### src/rtl/crc32_pkg.sv
// rtl/crc32_pkg.sv - shared types, constants and bit helpers for the CRC-32 frame sequencer
package crc32_pkg;

    typedef enum logic [1:0] {
        ST_IDLE   = 2'd0,
        ST_STREAM = 2'd1,
        ST_FLUSH  = 2'd2,
        ST_RESULT = 2'd3
    } crc_state_t;

    localparam logic [31:0] CRC32_INIT   = 32'hFFFF_FFFF;
    localparam logic [31:0] CRC32_XOROUT = 32'hFFFF_FFFF;
    localparam logic [31:0] CRC32_CHECK  = 32'hCBF4_3926;
    localparam logic [31:0] CRC32_POLY   = 32'h04C1_1DB7;

    function automatic logic [7:0] bitrev8(input logic [7:0] v);
        logic [7:0] r;
        for (int i = 0; i < 8; i++) begin
            r[i] = v[7-i];
        end
        return r;
    endfunction

    function automatic logic [31:0] bitrev32(input logic [31:0] v);
        logic [31:0] r;
        for (int i = 0; i < 32; i++) begin
            r[i] = v[31-i];
        end
        return r;
    endfunction

    // One byte through the MSB-first CRC-32 polynomial, data bit 7 first.
    function automatic logic [31:0] crc32_step8(input logic [31:0] crc, input logic [7:0] data);
        logic [31:0] c;
        logic        fb;
        c = crc;
        for (int i = 7; i >= 0; i--) begin
            fb = c[31] ^ data[i];
            c  = {c[30:0], 1'b0};
            if (fb) begin
                c = c ^ CRC32_POLY;
            end
        end
        return c;
    endfunction

endpackage

### src/rtl/next_crc32_d8.sv
// rtl/next_crc32_d8.sv - byte-wide CRC-32 engine with a one-cycle registered result
module next_crc32_d8
    import crc32_pkg::*;
(
    input  logic        clock,
    input  logic        reset,
    input  logic        start_port,
    input  logic [7:0]  data,
    input  logic [31:0] crc,
    output logic [31:0] return_port,
    output logic        done_port
);

    // Free-running: the result register tracks crc/data every cycle, done marks real issues.
    always_ff @(posedge clock or negedge reset) begin
        if (!reset) begin
            return_port <= 32'h0;
            done_port   <= 1'b0;
        end else begin
            return_port <= crc32_step8(crc, data);
            done_port   <= start_port;
        end
    end

endmodule

### src/rtl/crc32_frame_ctrl.sv
// rtl/crc32_frame_ctrl.sv - two-requester round-robin frame sequencer for the shared CRC-32 engine
module crc32_frame_ctrl
    import crc32_pkg::*;
#(
    parameter logic [31:0] INIT    = CRC32_INIT,
    parameter logic [31:0] XOROUT  = CRC32_XOROUT,
    parameter bit          REFLECT = 1'b1
) (
    input  logic        clock,
    input  logic        reset,
    input  logic [1:0]  req_valid,
    input  logic [15:0] req_data,
    input  logic [1:0]  req_last,
    output logic [1:0]  req_ready,
    output logic        res_valid,
    input  logic        res_ready,
    output logic [31:0] res_crc,
    output logic [15:0] res_len,
    output logic        res_id
);

    crc_state_t  state_q, state_d;
    logic        g_q;
    logic        last_served_q;
    logic        first_q;
    logic        issued_q;
    logic [31:0] crc_q;
    logic [15:0] len_q;
    logic [31:0] res_crc_q;
    logic [15:0] res_len_q;
    logic        res_id_q;

    logic        grant_d;
    logic        issue;
    logic [7:0]  cur_byte;
    logic [7:0]  eng_data;
    logic [31:0] eng_crc;
    logic [31:0] eng_ret;
    logic [31:0] fin_crc;
    logic        eng_done_unused;

    // Round-robin choice among currently valid requesters.
    always_comb begin
        grant_d = 1'b0;
        if (req_valid == 2'b11) begin
            grant_d = ~last_served_q;
        end else if (req_valid[1]) begin
            grant_d = 1'b1;
        end
    end

    assign issue    = (state_q == ST_STREAM) && req_valid[g_q];
    assign cur_byte = g_q ? req_data[15:8] : req_data[7:0];
    assign eng_data = REFLECT ? bitrev8(cur_byte) : cur_byte;

    // Feedback select: seed on the first byte, live result right after an issue, held copy after bubbles.
    always_comb begin
        eng_crc = crc_q;
        if (first_q) begin
            eng_crc = INIT;
        end else if (issued_q) begin
            eng_crc = eng_ret;
        end
    end

    assign fin_crc = (REFLECT ? bitrev32(eng_ret) : eng_ret) ^ XOROUT;

    next_crc32_d8 u_engine (
        .clock       (clock),
        .reset       (reset),
        .start_port  (issue),
        .data        (eng_data),
        .crc         (eng_crc),
        .return_port (eng_ret),
        .done_port   (eng_done_unused)
    );

    // State register.
    always_ff @(posedge clock or negedge reset) begin
        if (!reset) begin
            state_q <= ST_IDLE;
        end else begin
            state_q <= state_d;
        end
    end

    // Next-state logic: whole frames are granted, results must be consumed before the next grant.
    always_comb begin
        state_d = state_q;
        case (state_q)
            ST_IDLE: begin
                if (|req_valid) begin
                    state_d = ST_STREAM;
                end
            end
            ST_STREAM: begin
                if (issue && req_last[g_q]) begin
                    state_d = ST_FLUSH;
                end
            end
            ST_FLUSH: begin
                state_d = ST_RESULT;
            end
            ST_RESULT: begin
                if (res_ready) begin
                    state_d = ST_IDLE;
                end
            end
            default: begin
                state_d = ST_IDLE;
            end
        endcase
    end

    // Handshake outputs decoded only from registered state.
    always_comb begin
        req_ready = 2'b00;
        res_valid = 1'b0;
        if (state_q == ST_STREAM) begin
            req_ready = g_q ? 2'b10 : 2'b01;
        end
        if (state_q == ST_RESULT) begin
            res_valid = 1'b1;
        end
    end

    // Frame datapath: grant latch, CRC hold register, byte count and result capture.
    always_ff @(posedge clock or negedge reset) begin
        if (!reset) begin
            g_q           <= 1'b0;
            last_served_q <= 1'b1;
            first_q       <= 1'b0;
            issued_q      <= 1'b0;
            crc_q         <= 32'h0;
            len_q         <= 16'h0;
            res_crc_q     <= 32'h0;
            res_len_q     <= 16'h0;
            res_id_q      <= 1'b0;
        end else begin
            issued_q <= issue;
            if (issued_q) begin
                crc_q <= eng_ret;
            end
            if ((state_q == ST_IDLE) && (|req_valid)) begin
                g_q     <= grant_d;
                first_q <= 1'b1;
                len_q   <= 16'h0;
            end
            if (issue) begin
                first_q <= 1'b0;
                len_q   <= len_q + 16'd1;
            end
            if (state_q == ST_FLUSH) begin
                res_crc_q     <= fin_crc;
                res_len_q     <= len_q;
                res_id_q      <= g_q;
                last_served_q <= g_q;
            end
        end
    end

    assign res_crc = res_crc_q;
    assign res_len = res_len_q;
    assign res_id  = res_id_q;

endmodule

### config.mk
export PLATFORM = sky130hd
export DESIGN_NAME = crc32_frame_ctrl
export DESIGN_NICKNAME = d
export VERILOG_FILES = /design/src/rtl/crc32_pkg.sv /design/src/rtl/next_crc32_d8.sv /design/src/rtl/crc32_frame_ctrl.sv
export SDC_FILE = /design/constraint.sdc
export NUM_CORES = 1
export LEC_CHECK = 0
export ABC_AREA = 1
export CAP_MARGIN = 40
export CORE_MARGIN = 5
export CORE_UTILIZATION = 50
export CTS_BUF_LIST = sky130_fd_sc_hd__clkbuf_16
export DETAILED_ROUTE_END_ITERATION = 16
export MAX_ROUTING_LAYER = met4
export PLACE_DENSITY_LB_ADDON = 0.15
export SLEW_MARGIN = 25
export SYNTH_ARGS = -nofsm -noshare
export SYNTH_HDL_FRONTEND = slang
export SYNTH_SLANG_ARGS = --single-unit
### constraint.sdc
create_clock -name clock -period 2 [get_ports clock]
set_input_delay 0.4 -clock clock [delete_from_list [all_inputs] [get_ports clock]]
set_output_delay 0.4 -clock clock [all_outputs]
set_load 0.005 [all_outputs]
# Word-level counts from Yosys, hierarchy flattened
# Index checks and enable logic that the tools add are counted.
[op_classes]
add_sub_neg = 1
magnitude_cmp = 1
n_eq_ne = 7
n_mux = 28
n_bitwise = 18
reduce_logical = 7
[op_table]
columns = ["op", "count"]
rows = [
  ["$mux W27", 8],
  ["$not A14 Y14", 8],
  ["$mux W32", 2],
  ["$mux W16", 2],
  ["$not A32 Y32", 1],
  ["$add A16 B1 Y16 const B", 1],
  ["$mux W2", 5],
  ["$mux W1", 9],
  ["$mux W8", 1],
  ["$pmux W2 S4", 1],
  ["$xor A1 B1 Y1", 8],
  ["$eq A2 B2 Y1 const B", 3],
  ["$ne A2 B2 Y1 const B", 3],
  ["$logic_and A1 B1 Y1", 3],
  ["$reduce_and A3 Y1", 1],
  ["$eq A2 B1 Y1 const B", 1],
  ["$logic_not A2 Y1", 1],
  ["$lt A1 B2 Y1 const B", 1],
  ["$reduce_bool A2 Y1", 1],
  ["$reduce_or A2 Y1", 1],
  ["$not A1 Y1", 1],
]
[word_totals]
ff_bits = 135
inputBits = 23
output_inout_bits = 52
word_cells = 73

# Depth between registers and ports, before layout
# Gate-level depths: netlist of the first run.
[logic_depth]
word_depth = 18
ltp_mapped = 16
ltp_nobuf = 15

# Modules after synthesis
# A second synthesis of the first run with hierarchy kept.
[hier_totals]
hier_cells = 704
area_unflattened_um2 = 6637.6
[modules_own_cells]
columns = ["module", "instances", "cells_per_inst", "area_each_um2", "seq_area_each_um2"]
rows = [
  ["crc32_frame_ctrl", 1, 475, 4652.0, 2578.7],
  ["next_crc32_d8", 1, 229, 1985.7, 825.8],
]

# Worst setup path before layout of the first run
# No wires, ideal clock.
[synth_timing]
path_kind = "reg2reg"
startpoint = "register g_q"
endpoint = "register u_engine.return_port[11]"
setup_ps = 118
t_arrival_ps = 1513
t_required_ps = 1882
slack_ps = 370
stages_incl_launch_ff = 15
path_buffers = 2
synth_period_minus_slack_ps = 1630
cell_sequence = "dfrtp_1 buf_6 inv_6 buf_8 nand2_1 nand2_2 nand3_2 nand2_2 nand3_2 nand2_8 nand2_2 nand2_2 nand2_1 nand3b_1 nand2_1"
[synth_via]
elab_chain_len = 15
elab_cells_between_ends = 20
classes_between = "mux: 9; bitwise: 11"
[synth_rtl]
columns = ["element", "line", "text"]
rows = [
  ["start, declared", "crc32_frame_ctrl.sv:23", "logic g_q;"],
  ["start signal, assigned", "crc32_frame_ctrl.sv:145", "g_q <= grant_d;"],
  ["$mux W8 (*)", "crc32_frame_ctrl.sv:53", "assign cur_byte = g_q ? req_data[15:8] : req_data[7:0];"],
  ["$xor A1 B1 Y1", "crc32_pkg.sv:38", "fb = c[31] ^ data[i];"],
  ["$mux W27", "crc32_pkg.sv:40", "if (fb) begin"],
  ["$not A14 Y14 (no source line)", "-", ""],
  ["$mux W27 (2 in a row)", "crc32_pkg.sv:40", ""],
  ["$not A14 Y14 (no source line)", "-", ""],
  ["$mux W27", "crc32_pkg.sv:40", ""],
  ["$not A14 Y14 (no source line)", "-", ""],
  ["$mux W27 (2 in a row)", "crc32_pkg.sv:40", ""],
  ["$not A14 Y14 (no source line)", "-", ""],
  ["$mux W27", "crc32_pkg.sv:40", ""],
  ["$not A14 Y14 (no source line)", "-", ""],
  ["$mux W27 (*)", "crc32_pkg.sv:40", ""],
  ["end signal, assigned", "next_crc32_d8.sv:20", "return_port <= crc32_step8(crc, data);"],
  ["end, declared", "next_crc32_d8.sv:10", "output logic [31:0] return_port,"],
]
# Every way passes the cells marked *; elsewhere a longest branch is shown, timed or not.
# A chain may end at the register's enable or synchronous reset.

# Worst setup path after layout of the first run
[layout_timing]
startpoint = "register issued_q"
endpoint = "register u_engine.return_port[9]"
[layout_via]
elab_chain_len = 15
elab_cells_between_ends = 20
classes_between = "mux: 10; bitwise: 10"
[layout_rtl]
columns = ["element", "line", "text"]
rows = [
  ["start, declared", "crc32_frame_ctrl.sv:26", "logic issued_q;"],
  ["start signal, assigned", "crc32_frame_ctrl.sv:140", "issued_q <= issue;"],
  ["$mux W32 (*)", "crc32_frame_ctrl.sv:61", "end else if (issued_q) begin"],
  ["$mux W32 (*)", "crc32_frame_ctrl.sv:59", "if (first_q) begin"],
  ["$xor A1 B1 Y1 or $not A14 Y14 (tied branches)", "-", ""],
  ["$mux W27 (2 in a row)", "crc32_pkg.sv:40", ""],
  ["$not A14 Y14 (no source line)", "-", ""],
  ["$mux W27", "crc32_pkg.sv:40", ""],
  ["$not A14 Y14 (no source line)", "-", ""],
  ["$mux W27 (2 in a row)", "crc32_pkg.sv:40", ""],
  ["$not A14 Y14 (no source line)", "-", ""],
  ["$mux W27", "crc32_pkg.sv:40", ""],
  ["$not A14 Y14 (no source line)", "-", ""],
  ["$mux W27 (*) (2 in a row)", "crc32_pkg.sv:40", ""],
]
# Marks and branches as above.

==> impl_metrics.env, run 1 <==
export IMPL_vias=5291
export IMPL_clk_latency_ns=0.42
export IMPL_worst_pin_slew_ns=0.373
export IMPL_maxCapViolCount=0
export IMPL_syn_instance_count=783
export IMPL_cellLeakagePower_uw=0.00426
export IMPL_crit_start="issued_q"
export IMPL_cp_start_kind="flop"
export IMPL_setup_viol_count_final=0
export IMPL_gp_congestion=0.845
export IMPL_fin_crit_ns=1.86
export IMPL_die_h_um=125
export IMPL_wl_met2_um=7210
export IMPL_rr_endpoint="u_engine.return_port[9]"
export IMPL_hold_violations=0
export IMPL_dieWidth_um=125
export IMPL_crit_type="flop to flop"
export IMPL_synth_area_um2=6640
export IMPL_grt_overflow=0
export IMPL_seq_area_frac_synth=0.509
export IMPL_hold_class="input pin to asynchronous set/reset pin"
export IMPL_top_layer_used="met4"
export IMPL_antenna_cells=0
export IMPL_io_pins=75
export IMPL_grt_pass1_vias=5253
export IMPL_clkTransAtPathRegs_ns=0.06
export IMPL_start_util=0.505
export IMPL_drive_gt1_frac=0.164
export IMPL_synth_seq_cells=135
export IMPL_rows=42
export IMPL_r2r_start="issued_q"
export IMPL_clockRootBuffer="clkbuf_16"
export IMPL_final_nets=922
export IMPL_nFillCells=1139
export IMPL_drc=0
export IMPL_grt_max_degree=81
export IMPL_ys_flop_type="dfrtp_1"
export IMPL_postRouteAntennaNets=0
export IMPL_syn_area_per_cell_um2=8.48
export IMPL_rsz0062_at_grt="no"
export IMPL_drt_iter0_drc=447
export IMPL_numCtsBuffers=17
export IMPL_wl_met3_um=700
export IMPL_critPathArrivalTime_ns=2.14
export IMPL_clk_path_buf_depth=2
export IMPL_syn_num_nets=811
export IMPL_slew_violations=0
export IMPL_synth_edf_count=0
export IMPL_required_ns=2.28
export IMPL_cp_max_fo=6
export IMPL_powerDensity_nw_per_um2=1890
export IMPL_max_clock_freq_mhz=537
export IMPL_htreeDepth=4
export IMPL_drt_first_pass_iters=7
export IMPL_antenna_found_initial=0
export IMPL_status="finished, final reports clean"
export IMPL_fin_hold_ws_ns=0.416
export IMPL_wl_um=15300
export IMPL_die_area_um2=15700
export IMPL_finalSetupTns_ns=0
export IMPL_dpl_hpwl_um=11300
export IMPL_clock_sinks=135
export IMPL_reg2regPathDepth=11
export IMPL_wl_met1_um=7140
export IMPL_vdd_ir_drop_worst_uv=869
export IMPL_drt_vias_per_instance=4.89
export IMPL_grt_pass1_wl_um=25700
export IMPL_cts_tree="yes"
export IMPL_area_delta_synth_final_pct=25.8
export IMPL_rrSetupSlack_ns=0.14
export IMPL_wl_per_cell_um=14.1
export IMPL_multi_input_area_um2=2810
export IMPL_yosys_warnings=0
export IMPL_postSynth_asyncResetShare=1.00
export IMPL_finalCritPeriodShare=0.931
export IMPL_crit_end="u_engine.return_port[9]"
export IMPL_seq_area_um2=3380
export IMPL_ys_types=47
export IMPL_core_area_um2=13100
export IMPL_grtUsageTotal=0.210
export IMPL_finClkSkew_ns=0.0120
export IMPL_relSlewSlack=0.750
export IMPL_cp_end_kind="flop"
export IMPL_io_buffers=74
[layout by cell type (no fill, tap or decap), drive strengths merged, types with 2 or more instances in the layout]
cell type,netlist,final
nand3,36,36
clkinv,2,10
nand4,3,3
clkbuf,12,17
inv,72,75
nand3b,2,2
o31ai,3,3
xor2,33,33
o21ai,53,53
buf,16,46
a21oi,3,3
clkdlybuf4s50,0,70
xnor2,13,13
mux2i,3,3
nand2,339,339
nor2,40,40
clkinvlp,0,4
dlygate4sd2,0,3
o22ai,2,2
nor3,2,2
dfrtp,134,134
ha,5,5
[through the flow]
stage	cells	utilization	area (um2)	total power [uW]	worst slack (ns)
global placement	1049	0.594	7810	12900	-0.106
floorplan	783	-	6640	9920	0.370
global route	1083	0.636	8350	17100	0.00115
detailed placement	1049	0.594	7810	13100	-0.103
finish	1083	0.636	8350	15800	0.137
CTS	1083	0.634	8330	15900	0.0387
[Yosys cell counts, drive strengths merged (2+ instances only)]
cell type / count / area share
a21oi: 3 / 0.0023
buf: 16 / 0.019
clkbuf: 12 / 0.0068
clkinv: 2 / 0.0019
dfrtp: 134 / 0.51
ha: 5 / 0.0094
inv: 72 / 0.041
mux2i: 3 / 0.0045
nand2: 339 / 0.22
nand3: 36 / 0.032
nand3b: 2 / 0.0023
nand4: 3 / 0.0028
nor2: 40 / 0.027
nor3: 2 / 0.0023
o21ai: 53 / 0.041
o22ai: 2 / 0.0019
o31ai: 3 / 0.0034
xnor2: 13 / 0.018
xor2: 33 / 0.047
[what timing repair did]
item,CTS,global route
resized for setup,5,6
pin swaps,0,0
hold endpoints to repair,19,0
setup buffers,1,0
hold buffers,1,0
endpoints found under the setup margin,2,14
[area by class of cell]
class | instances | area share
flip-flops and latches | 135 | 0.405
clock inverters | 15 | 0.0105
repair buffers | 120 | 0.136
inverters | 74 | 0.0351
clock buffers | 17 | 0.0510
multi-input cells | 546 | 0.336
well taps | 176 | 0.0264
[how the worst min path moves through the flow]
stage,startpoint,endpoint,slack (ns),depth (start not counted)
floorplan,reset,crc_q[0],0.10,0
global placement,reset,res_len[6],0.31,1
detailed placement,reset,res_len[6],0.31,1
CTS,reset,len_q[5],0.41,2
global route,reset,res_len[6],0.43,2
finish,reset,len_q[5],0.42,2
[logic make-up (layout without fill, tap and decap cells)]
| kind of cell | count (synthesis) | count (layout) | share of synthesized area |
|---|---|---|---|
| compound gates | 68 | 68 | 0.0577 |
| fa+ha+maj | 5 | 5 | 0.00943 |
| flops | 135 | 135 | 0.509 |
| simple gates | 424 | 424 | 0.285 |
| mux | 3 | 3 | 0.00453 |
| buf+inv | 102 | 226 | 0.0688 |
| xor+xnor | 46 | 46 | 0.0652 |
[layer usage]
| layer | GRT usage | vias up |
|---|---|---|
| met5 | - | - |
| met2 | 0.315 | 115 |
| met4 | 0.0612 | 0 |
| met3 | 0.0495 | 20 |
| met1 | 0.287 | 2530 |
| li1 | - | 2626 |
[registers in the layout, indices dropped and copies added, names as in the netlist]
signal and cells:
first_q 1, u_engine.return_port 32, len_q 16, res_len 16
crc_q 32, res_id 1, g_q 1, issued_q 1
last_served_q 1, state_q 2, res_crc 32
[power by group]
part	total [uW]	internal, uW	switching, uW
sequential	4540	3920	623
combinational	8540	3640	4900
clock	2710	1560	1160
total	15800	9120	6680
[critical path, stage by stage (launching register included)]
cell	delay (ns)
dfrtp_2	0.44
buf_4	0.16
o21a_1	0.22
nand2_1	0.08
nand2_1	0.07
nand2_2	0.15
nand2_1	0.07
nand2_1	0.11
xor2_1	0.22
inv_1	0.06
nand2_1	0.05
nand2_1	0.09
Power figures use the tool's default switching activity.
==> run 2, diff against run 1 <==
--- a/config.mk
+++ b/config.mk
@@ -17,3 +17,4 @@
 export SYNTH_ARGS = -nofsm -noshare
 export SYNTH_HDL_FRONTEND = slang
 export SYNTH_SLANG_ARGS = --single-unit
+export TNS_END_PERCENT = 50
==> impl_metrics.env, run 2 (synthesis results as in run 1) <==
export IMPL_fin_crit_ns=1.92
export IMPL_relSlewSlack=0.741
export IMPL_wl_per_cell_um=14.2
export IMPL_wl_um=15300
export IMPL_htreeDepth=4
export IMPL_finalCritPeriodShare=0.958
export IMPL_hold_violations=0
export IMPL_grt_overflow=0
export IMPL_multi_input_area_um2=2810
export IMPL_finClkSkew_ns=0.0119
export IMPL_postRouteAntennaNets=0
export IMPL_clk_latency_ns=0.42
export IMPL_die_area_um2=15700
export IMPL_start_util=0.505
export IMPL_rsz0062_at_grt="no"
export IMPL_antenna_cells=0
export IMPL_io_pins=75
export IMPL_hold_class="input pin to asynchronous set/reset pin"
export IMPL_nFillCells=1140
export IMPL_grt_pass1_wl_um=25700
export IMPL_antenna_found_initial=0
export IMPL_numCtsBuffers=17
export IMPL_vias=5284
export IMPL_rows=42
export IMPL_cp_end_kind="output pin"
export IMPL_maxCapViolCount=0
export IMPL_fin_util=0.635
export IMPL_area_delta_synth_final_pct=25.7
export IMPL_gp_congestion=0.845
export IMPL_layout_setup_ws_ns=0.0844
export IMPL_core_area_um2=13100
export IMPL_cts_tree="yes"
export IMPL_drc=0
export IMPL_seq_area_um2=3380
export IMPL_clkTransAtPathRegs_ns=0.06
export IMPL_grtUsageTotal=0.210
export IMPL_cp_max_fo=3
export IMPL_cp_start_kind="flop"
export IMPL_vdd_ir_drop_worst_uv=869
export IMPL_crit_type="flop to output pin"
export IMPL_finish_instance_area_um2=8340
export IMPL_drt_vias_per_instance=4.88
export IMPL_setup_viol_count_final=0
export IMPL_clock_sinks=135
export IMPL_layout_commonest_cell="nand2_1"
export IMPL_dpl_hpwl_um=11300
export IMPL_max_clock_freq_mhz=522
export IMPL_final_nets=921
export IMPL_io_buffers=74
export IMPL_final_cell_mix="nand2_1 (299), dfrtp_1 (132), clkdlybuf4s50_1 (71)"
export IMPL_pre_cts_slack_ns=-0.103
export IMPL_powerDensity_nw_per_um2=1890
export IMPL_die_h_um=125
export IMPL_clockRootBuffer="clkbuf_16"
export IMPL_drt_iter0_drc=419
export IMPL_slew_violations=0
export IMPL_status="finished, final reports clean"
export IMPL_postPlaceCellArea_um2=7810
export IMPL_drive_gt1_frac=0.163
export IMPL_cellLeakagePower_uw=0.00426
export IMPL_dieWidth_um=125
export IMPL_finalSetupTns_ns=0
export IMPL_drt_first_pass_iters=5
export IMPL_critPathArrivalTime_ns=1.52
export IMPL_clk_path_buf_depth=2
export IMPL_grt_pass1_vias=5248
export IMPL_required_ns=1.60
export IMPL_grt_max_degree=81
export IMPL_rrSetupSlack_ns=0.13
export IMPL_worst_pin_slew_ns=0.387
## run 2: report_power, final
group	internal [uW]	switching (uW)	total [uW]
sequential	3920	630	4550
clock	1560	1160	2720
combinational	3640	4890	8530
total	9110	6680	15800
## run 2: metrics by stage
| step | total power, uW | instances | hold WS (ns) |
|---|---|---|---|
| detailed placement | 13100 | 1049 | 0.312 |
| floorplan | 9920 | 783 | 0.104 |
| CTS | 15900 | 1082 | 0.411 |
| global route | 17100 | 1082 | 0.432 |
| global placement | 12900 | 1049 | 0.309 |
| finish | 15800 | 1082 | 0.414 |
## run 2: worst max-delay path: stages, from the launching register on
cell	delay [ns]
dfrtp_1	0.38
ha_1	0.20
clkdlybuf4s50_1	0.52
## run 2: path summary, 6_finish.rpt
path	startpoint	to	depth (start not counted)
worst min register to register	last_served_q	last_served_q	2
worst max-delay path	state_q[1]	res_valid	2
worst min-delay path	reset	res_len[5]	2
min in group clock	last_served_q	last_served_q	2
max in group asynchronous	reset	res_crc[25]	3
worst max register to register	issued_q	u_engine.return_port[27]	11
## run 2: cell type report
cell class | count | area share
clock buffer | 17 | 0.0510
clock inverter | 15 | 0.0105
inverter | 74 | 0.0351
multi-input combinational | 546 | 0.336
sequential | 135 | 0.405
tap | 176 | 0.0264
timing repair buffer | 119 | 0.135
## run 2: what timing repair did
| action | CTS | global route |
|---|---|---|
| setup buffers | 0 | 0 |
| setup endpoints to repair | 2 | 14 |
| hold buffers | 1 | 0 |
| endpoints found under the hold margin | 19 | 0 |
| resized for setup | 4 | 6 |
## run 2: routing by layer
metal,track usage,vias to the layer above,share of wire
met4,0.0612,0,0.016
met3,0.0495,20,0.052
met2,0.315,131,0.47
li1,-,2625,-
met1,0.286,2508,0.46
met5,-,-,0
